**src/rtl/ace_snoop_responder.sv**
```systemverilog
// ACE snoop slave: AC request -> cache lookup -> CR response -> optional CD line stream,
// plus a one-shot cache state-update pulse. Optional macro ACE_SNOOP_RESPONDER_CR_CD_OVERLAP_EN.
package ace_snoop_responder_pkg;

    localparam int unsigned ADDR_W = 64;
    localparam int unsigned DATA_W = 64;

    localparam logic [3:0] SNP_READ_ONCE       = 4'b0000;
    localparam logic [3:0] SNP_READ_SHARED     = 4'b0001;
    localparam logic [3:0] SNP_READ_CLEAN      = 4'b0010;
    localparam logic [3:0] SNP_READ_NSD        = 4'b0011;
    localparam logic [3:0] SNP_READ_UNIQUE     = 4'b0111;
    localparam logic [3:0] SNP_CLEAN_SHARED    = 4'b1000;
    localparam logic [3:0] SNP_CLEAN_INVALID   = 4'b1001;
    localparam logic [3:0] SNP_MAKE_INVALID    = 4'b1101;

    typedef struct packed {
        logic [ADDR_W-1:0] addr;
        logic [3:0]        snoop;
        logic [2:0]        prot;
    } ac_chan_t;

    typedef struct packed {
        logic was_unique;
        logic is_shared;
        logic pass_dirty;
        logic error;
        logic data_transfer;
    } cr_chan_t;

    typedef struct packed {
        logic [DATA_W-1:0] data;
        logic              last;
    } cd_chan_t;

    typedef struct packed {
        logic     ac_valid;
        ac_chan_t ac;
        logic     cr_ready;
        logic     cd_ready;
    } snoop_req_t;

    typedef struct packed {
        logic     ac_ready;
        logic     cr_valid;
        cr_chan_t cr_resp;
        logic     cd_valid;
        cd_chan_t cd;
    } snoop_resp_t;

endpackage

module ace_snoop_responder #(
    parameter int unsigned AddrWidth = 64,
    parameter int unsigned DataWidth = 64,
    parameter int unsigned CdBeats   = 8,
    parameter type ac_chan_t    = ace_snoop_responder_pkg::ac_chan_t,
    parameter type cr_chan_t    = ace_snoop_responder_pkg::cr_chan_t,
    parameter type cd_chan_t    = ace_snoop_responder_pkg::cd_chan_t,
    parameter type snoop_req_t  = ace_snoop_responder_pkg::snoop_req_t,
    parameter type snoop_resp_t = ace_snoop_responder_pkg::snoop_resp_t
) (
    input  logic                         clk_i,
    input  logic                         rst_ni,
    input  snoop_req_t                   snoop_req_i,
    output snoop_resp_t                  snoop_resp_o,
    output logic                         lookup_valid_o,
    output logic [AddrWidth-1:0]         lookup_addr_o,
    input  logic                         lookup_ready_i,
    input  logic                         lookup_rsp_valid_i,
    input  logic                         lookup_hit_i,
    input  logic                         lookup_dirty_i,
    input  logic                         lookup_shared_i,
    input  logic [CdBeats*DataWidth-1:0] lookup_line_i,
    output logic                         upd_valid_o,
    output logic                         upd_invalidate_o,
    output logic                         upd_clean_o
);
    import ace_snoop_responder_pkg::*;

    localparam int unsigned BeatW = (CdBeats > 1) ? $clog2(CdBeats) : 1;
    localparam logic [BeatW-1:0] LastBeat = BeatW'(CdBeats - 1);

    typedef enum logic [2:0] {
        IDLE,
        LOOKUP,
        WAIT_RSP,
        RESP,
        DATA
    } state_e;

    state_e                       state_q, state_d;
    ac_chan_t                     ac_q, ac_d;
    logic                         hit_q, hit_d;
    cr_chan_t                     cr_q, cr_d;
    logic [CdBeats*DataWidth-1:0] line_q, line_d;
    logic [BeatW-1:0]             beat_q, beat_d;
`ifdef ACE_SNOOP_RESPONDER_CR_CD_OVERLAP_EN
    logic                         cr_done_q, cr_done_d;
    logic                         cd_done_q, cd_done_d;
`endif

    cr_chan_t cr_calc;
    cd_chan_t cd_beat;
    logic     ac_ready, cr_valid, cd_valid;
    logic     cr_hs, cd_hs, last_beat;
    logic     unused_prot;

    assign last_beat     = (beat_q == LastBeat);
    assign lookup_addr_o = ac_q.addr;
    assign unused_prot   = ^ac_q.prot;

    // CR derived from the latched snoop type and the live lookup result.
    always_comb begin
        logic dt, is;
        cr_calc = '0;
        dt      = 1'b0;
        is      = 1'b1;
        unique case (ac_q.snoop)
            SNP_READ_ONCE, SNP_READ_SHARED, SNP_READ_CLEAN, SNP_READ_NSD: begin
                dt = 1'b1;
                is = 1'b1;
            end
            SNP_READ_UNIQUE: begin
                dt = 1'b1;
                is = 1'b0;
            end
            SNP_CLEAN_SHARED: begin
                dt = lookup_dirty_i;
                is = 1'b1;
            end
            SNP_CLEAN_INVALID: begin
                dt = lookup_dirty_i;
                is = 1'b0;
            end
            SNP_MAKE_INVALID: begin
                dt = 1'b0;
                is = 1'b0;
            end
            default: begin
                dt = 1'b0;
                is = 1'b1;
            end
        endcase
        if (lookup_hit_i) begin
            cr_calc.data_transfer = dt;
            cr_calc.pass_dirty    = lookup_dirty_i && dt && (ac_q.snoop != SNP_READ_ONCE);
            cr_calc.is_shared     = is;
            cr_calc.was_unique    = !lookup_shared_i;
        end
    end

    // NOTE: every variable assigned here gets a default first so no latch is inferred.
    always_comb begin
        state_d   = state_q;
        ac_d      = ac_q;
        hit_d     = hit_q;
        cr_d      = cr_q;
        line_d    = line_q;
        beat_d    = beat_q;
`ifdef ACE_SNOOP_RESPONDER_CR_CD_OVERLAP_EN
        cr_done_d = cr_done_q;
        cd_done_d = cd_done_q;
`endif
        ac_ready       = 1'b0;
        cr_valid       = 1'b0;
        cd_valid       = 1'b0;
        cr_hs          = 1'b0;
        cd_hs          = 1'b0;
        lookup_valid_o = 1'b0;

        unique case (state_q)
            IDLE: begin
                ac_ready = 1'b1;
                if (snoop_req_i.ac_valid) begin
                    ac_d    = snoop_req_i.ac;
                    state_d = LOOKUP;
                end
            end
            LOOKUP: begin
                lookup_valid_o = 1'b1;
                if (lookup_ready_i) state_d = WAIT_RSP;
            end
            WAIT_RSP: begin
                if (lookup_rsp_valid_i) begin
                    hit_d   = lookup_hit_i;
                    cr_d    = cr_calc;
                    line_d  = lookup_line_i;
                    beat_d  = '0;
`ifdef ACE_SNOOP_RESPONDER_CR_CD_OVERLAP_EN
                    cr_done_d = 1'b0;
                    cd_done_d = 1'b0;
`endif
                    state_d = RESP;
                end
            end
            RESP: begin
`ifdef ACE_SNOOP_RESPONDER_CR_CD_OVERLAP_EN
                // CR and CD run independently; leave once both sides are finished.
                cr_valid = !cr_done_q;
                cd_valid = cr_q.data_transfer && !cd_done_q;
                cr_hs    = cr_valid && snoop_req_i.cr_ready;
                cd_hs    = cd_valid && snoop_req_i.cd_ready;
                if (cr_hs) cr_done_d = 1'b1;
                if (cd_hs && last_beat) cd_done_d = 1'b1;
                if ((cr_done_q || cr_hs) &&
                    (!cr_q.data_transfer || cd_done_q || (cd_hs && last_beat))) begin
                    state_d = IDLE;
                end
`else
                cr_valid = 1'b1;
                cr_hs    = snoop_req_i.cr_ready;
                if (cr_hs) state_d = cr_q.data_transfer ? DATA : IDLE;
`endif
            end
            DATA: begin
                cd_valid = 1'b1;
                cd_hs    = snoop_req_i.cd_ready;
                if (cd_hs && last_beat) state_d = IDLE;
            end
            default: state_d = IDLE;
        endcase

        if (cd_hs) beat_d = last_beat ? '0 : beat_q + BeatW'(1);
    end

    always_comb begin
        cd_beat = '0;
        if (cd_valid) begin
            cd_beat.data = line_q[int'(beat_q)*DataWidth +: DataWidth];
            cd_beat.last = last_beat;
        end
        snoop_resp_o          = '0;
        snoop_resp_o.ac_ready = ac_ready;
        snoop_resp_o.cr_valid = cr_valid;
        snoop_resp_o.cr_resp  = cr_q;
        snoop_resp_o.cd_valid = cd_valid;
        snoop_resp_o.cd       = cd_beat;

        upd_valid_o      = cr_hs && hit_q;
        upd_invalidate_o = upd_valid_o && !cr_q.is_shared;
        upd_clean_o      = upd_valid_o && cr_q.pass_dirty && cr_q.is_shared;
    end

    // NOTE: the line buffer is an ordinary register, so it is cleared on reset like the rest.
    always_ff @(posedge clk_i) begin
        if (!rst_ni) begin
            state_q   <= IDLE;
            ac_q      <= '0;
            hit_q     <= 1'b0;
            cr_q      <= '0;
            line_q    <= '0;
            beat_q    <= '0;
`ifdef ACE_SNOOP_RESPONDER_CR_CD_OVERLAP_EN
            cr_done_q <= 1'b0;
            cd_done_q <= 1'b0;
`endif
        end else begin
            state_q   <= state_d;
            ac_q      <= ac_d;
            hit_q     <= hit_d;
            cr_q      <= cr_d;
            line_q    <= line_d;
            beat_q    <= beat_d;
`ifdef ACE_SNOOP_RESPONDER_CR_CD_OVERLAP_EN
            cr_done_q <= cr_done_d;
            cd_done_q <= cd_done_d;
`endif
        end
    end

endmodule

```
**config.mk**
```make
export PLATFORM = sky130hd
export DESIGN_NAME = ace_snoop_responder
export DESIGN_NICKNAME = d
export VERILOG_FILES = /design/src/rtl/ace_snoop_responder.sv
export SDC_FILE = /design/constraint.sdc
export NUM_CORES = 1
export LEC_CHECK = 0
export ABC_CLOCK_PERIOD_IN_PS = 3350
export BUFFER_PORTS_ARGS = -buffer_cell sky130_fd_sc_hd__buf_2
export CORE_AREA = 2 2 285 287
export DETAILED_ROUTE_END_ITERATION = 16
export DIE_AREA = 0 0 287 289
export SETUP_SLACK_MARGIN = 0.4
export SKIP_CTS_REPAIR_TIMING = 1
export SYNTH_ARGS = -nofsm -noshare
export SYNTH_HDL_FRONTEND = slang
export SYNTH_SLANG_ARGS = --single-unit
```
**constraint.sdc**
```tcl
create_clock -name clk_i -period 3.35 [get_ports clk_i]
set_input_delay 0.335 -clock clk_i [delete_from_list [all_inputs] [get_ports clk_i]]
set_output_delay 0.335 -clock clk_i [all_outputs]
set_load 0.1 [all_outputs]
```
==> metrics.yaml <==
outcome:
  outcome: "complete, but fails checks"
  failed_checks: "hold timing"
layout:
  final_common_cell: "nand2_1"
  fin_cells: 5166
  fillers: 7430
  nets: 4634
  drive_gt1_share_pct: 25.53
  final-seq-area_sq_mm: 0.01184
  layout_common_cells: "nand2_1, buf_2, dfxtp_1"
  multi_input_area_sq_mm: 0.01294
  syn_to_final_growth_pct: 43.79
global_routing:
  grt_pass1_vias: 21440
  overflow: 0
  grt_max_degree: 132
  antenna_found_initial: 15
  grt_pass1_wl_um: 126400
  grtUsageTotal_pct: 19.61
logic_synthesis:
  synth_fp_nets: 3560
  synth_area_sq_mm: 0.02666
  syn_inst: 2965
  yosys.cell_types.count: 36
  synth_edf_count: 0
  seq_area_frac_synth_pct: 44.37
  ys_ff_latch: 591
  synthFlopType: "dfxtp_1"
  synth_area_per_cell_sq_um: 8.993
  async_flop_share_pct: 0
  yosys_warnings: 0
timing:
  final.setup.tns_ns: 0
  finalMaxSlewViolations: 0
  fmax_mhz: 340.8
  min_period_over_period_pct: 87.58
  hold_slack_ns: -0.02118
  report.final.setup_viol: 0
  worstMarginPinSlew_ns: 1.134
  min_period_ns: 2.934
  fin_worst_skew_ns: 0.02154
  max_slew_margin_pct: 24.14
  rsz0062_at_grt: "yes"
  final-hold-violation-count: 5
setup_path:
  crit_chain: "buf_12 -> buf_16 -> mux4_2 -> mux2i_2 -> nor2_1 -> clkbuf_4"
  worstPathRequired_ns: 3.01
  cp_max_fo: 15
  path_buf_inv: 3
  path_delay_family: "multiplexers"
  startpoint_type: "register"
  slowest_delay_ns: 0.55
  critPathSlowestCell: "mux4_2"
  cp-end-kind: "output port"
  path_class: "register to output port"
  worstPathArrival_ns: 2.60
detailed_routing:
  first_iter_violations: 1656
  maxUsedRoutingLayer: "met5"
  drt-total-wl_um: 92350
  met3_wirelength_um: 5116
  met2_wirelength_um: 44720
  final_antenna_net_count: 0
  vias_per_cell: 4.815
  met1Wirelength_um: 39340
  num_vias: 24880
  routedWlPerCell_um: 17.88
  firstDrtPassIters: 5
  drcViolationCount: 0
clocking:
  cts_tree: "yes"
  h-tree-depth: 3
  cts_sinks: 591
  cts_buffer_depth: 3
  clk_latency_ns: 0.61
  cts_made_buffers: 71
  clkSlewWorstSetupHoldPaths_ns: 0.06
  root_buffer: "clkbuf_16"
floorplanning:
  core_sq_mm: 0.07990
  ios: 734
  die_area_sq_mm: 0.08294
  start_util_pct: 33.37
  dieHeight_um: 289
  die_w_um: 287
  rows: 104
power_and_ir_drop:
  cellInternalPower_mw: 14.02
  seq_power_share_pct: 38.9
  switching_share_pct: 32.75
  powerDensity_mw_per_mm2: 543.7
  clkPwrFrac_pct: 37.2
  peakVddDrop_uv: 350.3
  power.share.combinational_pct: 23.8
  p_sw_mw: 6.827
  p_leak_nw: 14.62
place:
  gp_congestion: 0.8617
  dpl.hpwl_um: 60930
  placedCellCount: 4498
  port_buffers: 729
min_path:
  hold_path.class: "primary input to register"
job:
  cap_violations: 0
-- flip-flops by register name, indices dropped and copies added (netlist names) --
signal,flops
ac_q,4
line_q,512
lookup_addr_o,64
snoop_resp_o,4
hit_q,1
state_q,3
beat_q,3
-- cell usage after synthesis, types with 2 or more instances --
library cell,instances,area (sq um)
nor3b_1,5,37.54
a21boi_1,472,3543
o21ai_0,4,20.02
mux2i_1,66,660.6
buf_6,46,518.0
ha_1,2,25.02
and3_1,2,12.51
buf_4,89,668.1
clkbuf_1,94,352.8
a21boi_0,113,848.3
nand2_1,1172,4399
nand3_1,10,50.05
or3_1,2,12.51
buf_2,75,375.4
buf_1,6,22.52
and2_1,3,18.77
nor2_1,66,247.7
inv_1,3,11.26
dfxtp_1,591,11830
mux4_2,128,2883
-- tightest hold or removal path, cell delays in order --
cell,delay (ns)
buf_2,0.10
nand2_1,0.04
a21boi_0,0.06
-- cell type report --
type / count / area share (%)
multi-input cells: 2061 / 33.75
flip-flops and latches: 591 / 30.89
repair buffers: 1311 / 25.58
clock buffers: 96 / 5.300
well taps: 1060 / 3.459
clock inverters: 28 / 0.8910
diodes: 16 / 0.1044
inverters: 3 / 0.02937
-- final timing paths --
path                            cells after the start                      from  slack [ns]                             end
worst max register to register                      5   state_q[2]$_SDFFE_PN0P_        1.00  lookup_addr_o[21]$_SDFFE_PN0P_
worst min-delay path                                3           snoop_req_i[18]       -0.02   lookup_addr_o[9]$_SDFFE_PN0P_
worst min register to register                      2  line_q[177]$_SDFFE_PN0P_        0.45        line_q[177]$_SDFFE_PN0P_
worst max-delay path                                6    beat_q[0]$_SDFFE_PN0P_        0.42                snoop_resp_o[29]
-- cell families (layout without fill, tap and decap cells) --
logic type,count (synthesis),after routing,synth area share [%]
and+or+nand+nor,1267,1267,18.14
AOI/OAI and AO/OA,596,596,16.75
DFF,591,591,44.37
buffers and inverters,313,1438,7.306
muxes,194,194,13.29
adders and majority gates,2,2,0.09384
other,1,17,0.01406
xor gates and xnor gates,1,1,0.03285
-- power groups by stage --
stage | Clock [mW] | Sequential, mW | Combinational, mW
global route | 8.23 | 8.19 | 5.37
detailed placement | 0 | 8.26 | 4.44
finish | 7.76 | 8.12 | 4.97
floorplan | 0 | 8.12 | 3.66
global placement | 0 | 8.24 | 4.40
CTS | 7.94 | 8.11 | 4.45
-- metal layers --
| layer | up-vias | global-route usage (%) |
|---|---|---|
| li1 | 11960 | - |
| met5 | - | 0 |
| met2 | 816 | 32.34 |
| met1 | 11860 | 25.61 |
| met4 | 8 | 6.810 |
| met3 | 230 | 3.890 |
-- metrics by stage --
step | worst slack [ns] | power, mW | utilization (%) | area [sq um]
final | 0.4161 | 20.85 | 47.98 | 38340
after global placement | 0.9510 | 12.64 | 38.16 | 30490
after global routing | 0.3441 | 21.79 | 47.97 | 38320
after floorplan | 0.4831 | 11.78 | - | 26670
after detailed placement | 0.9216 | 12.69 | 38.16 | 30490
after CTS | 0.2475 | 20.50 | 41.13 | 32860
Note: power is estimated with default switching activity, not from simulation.
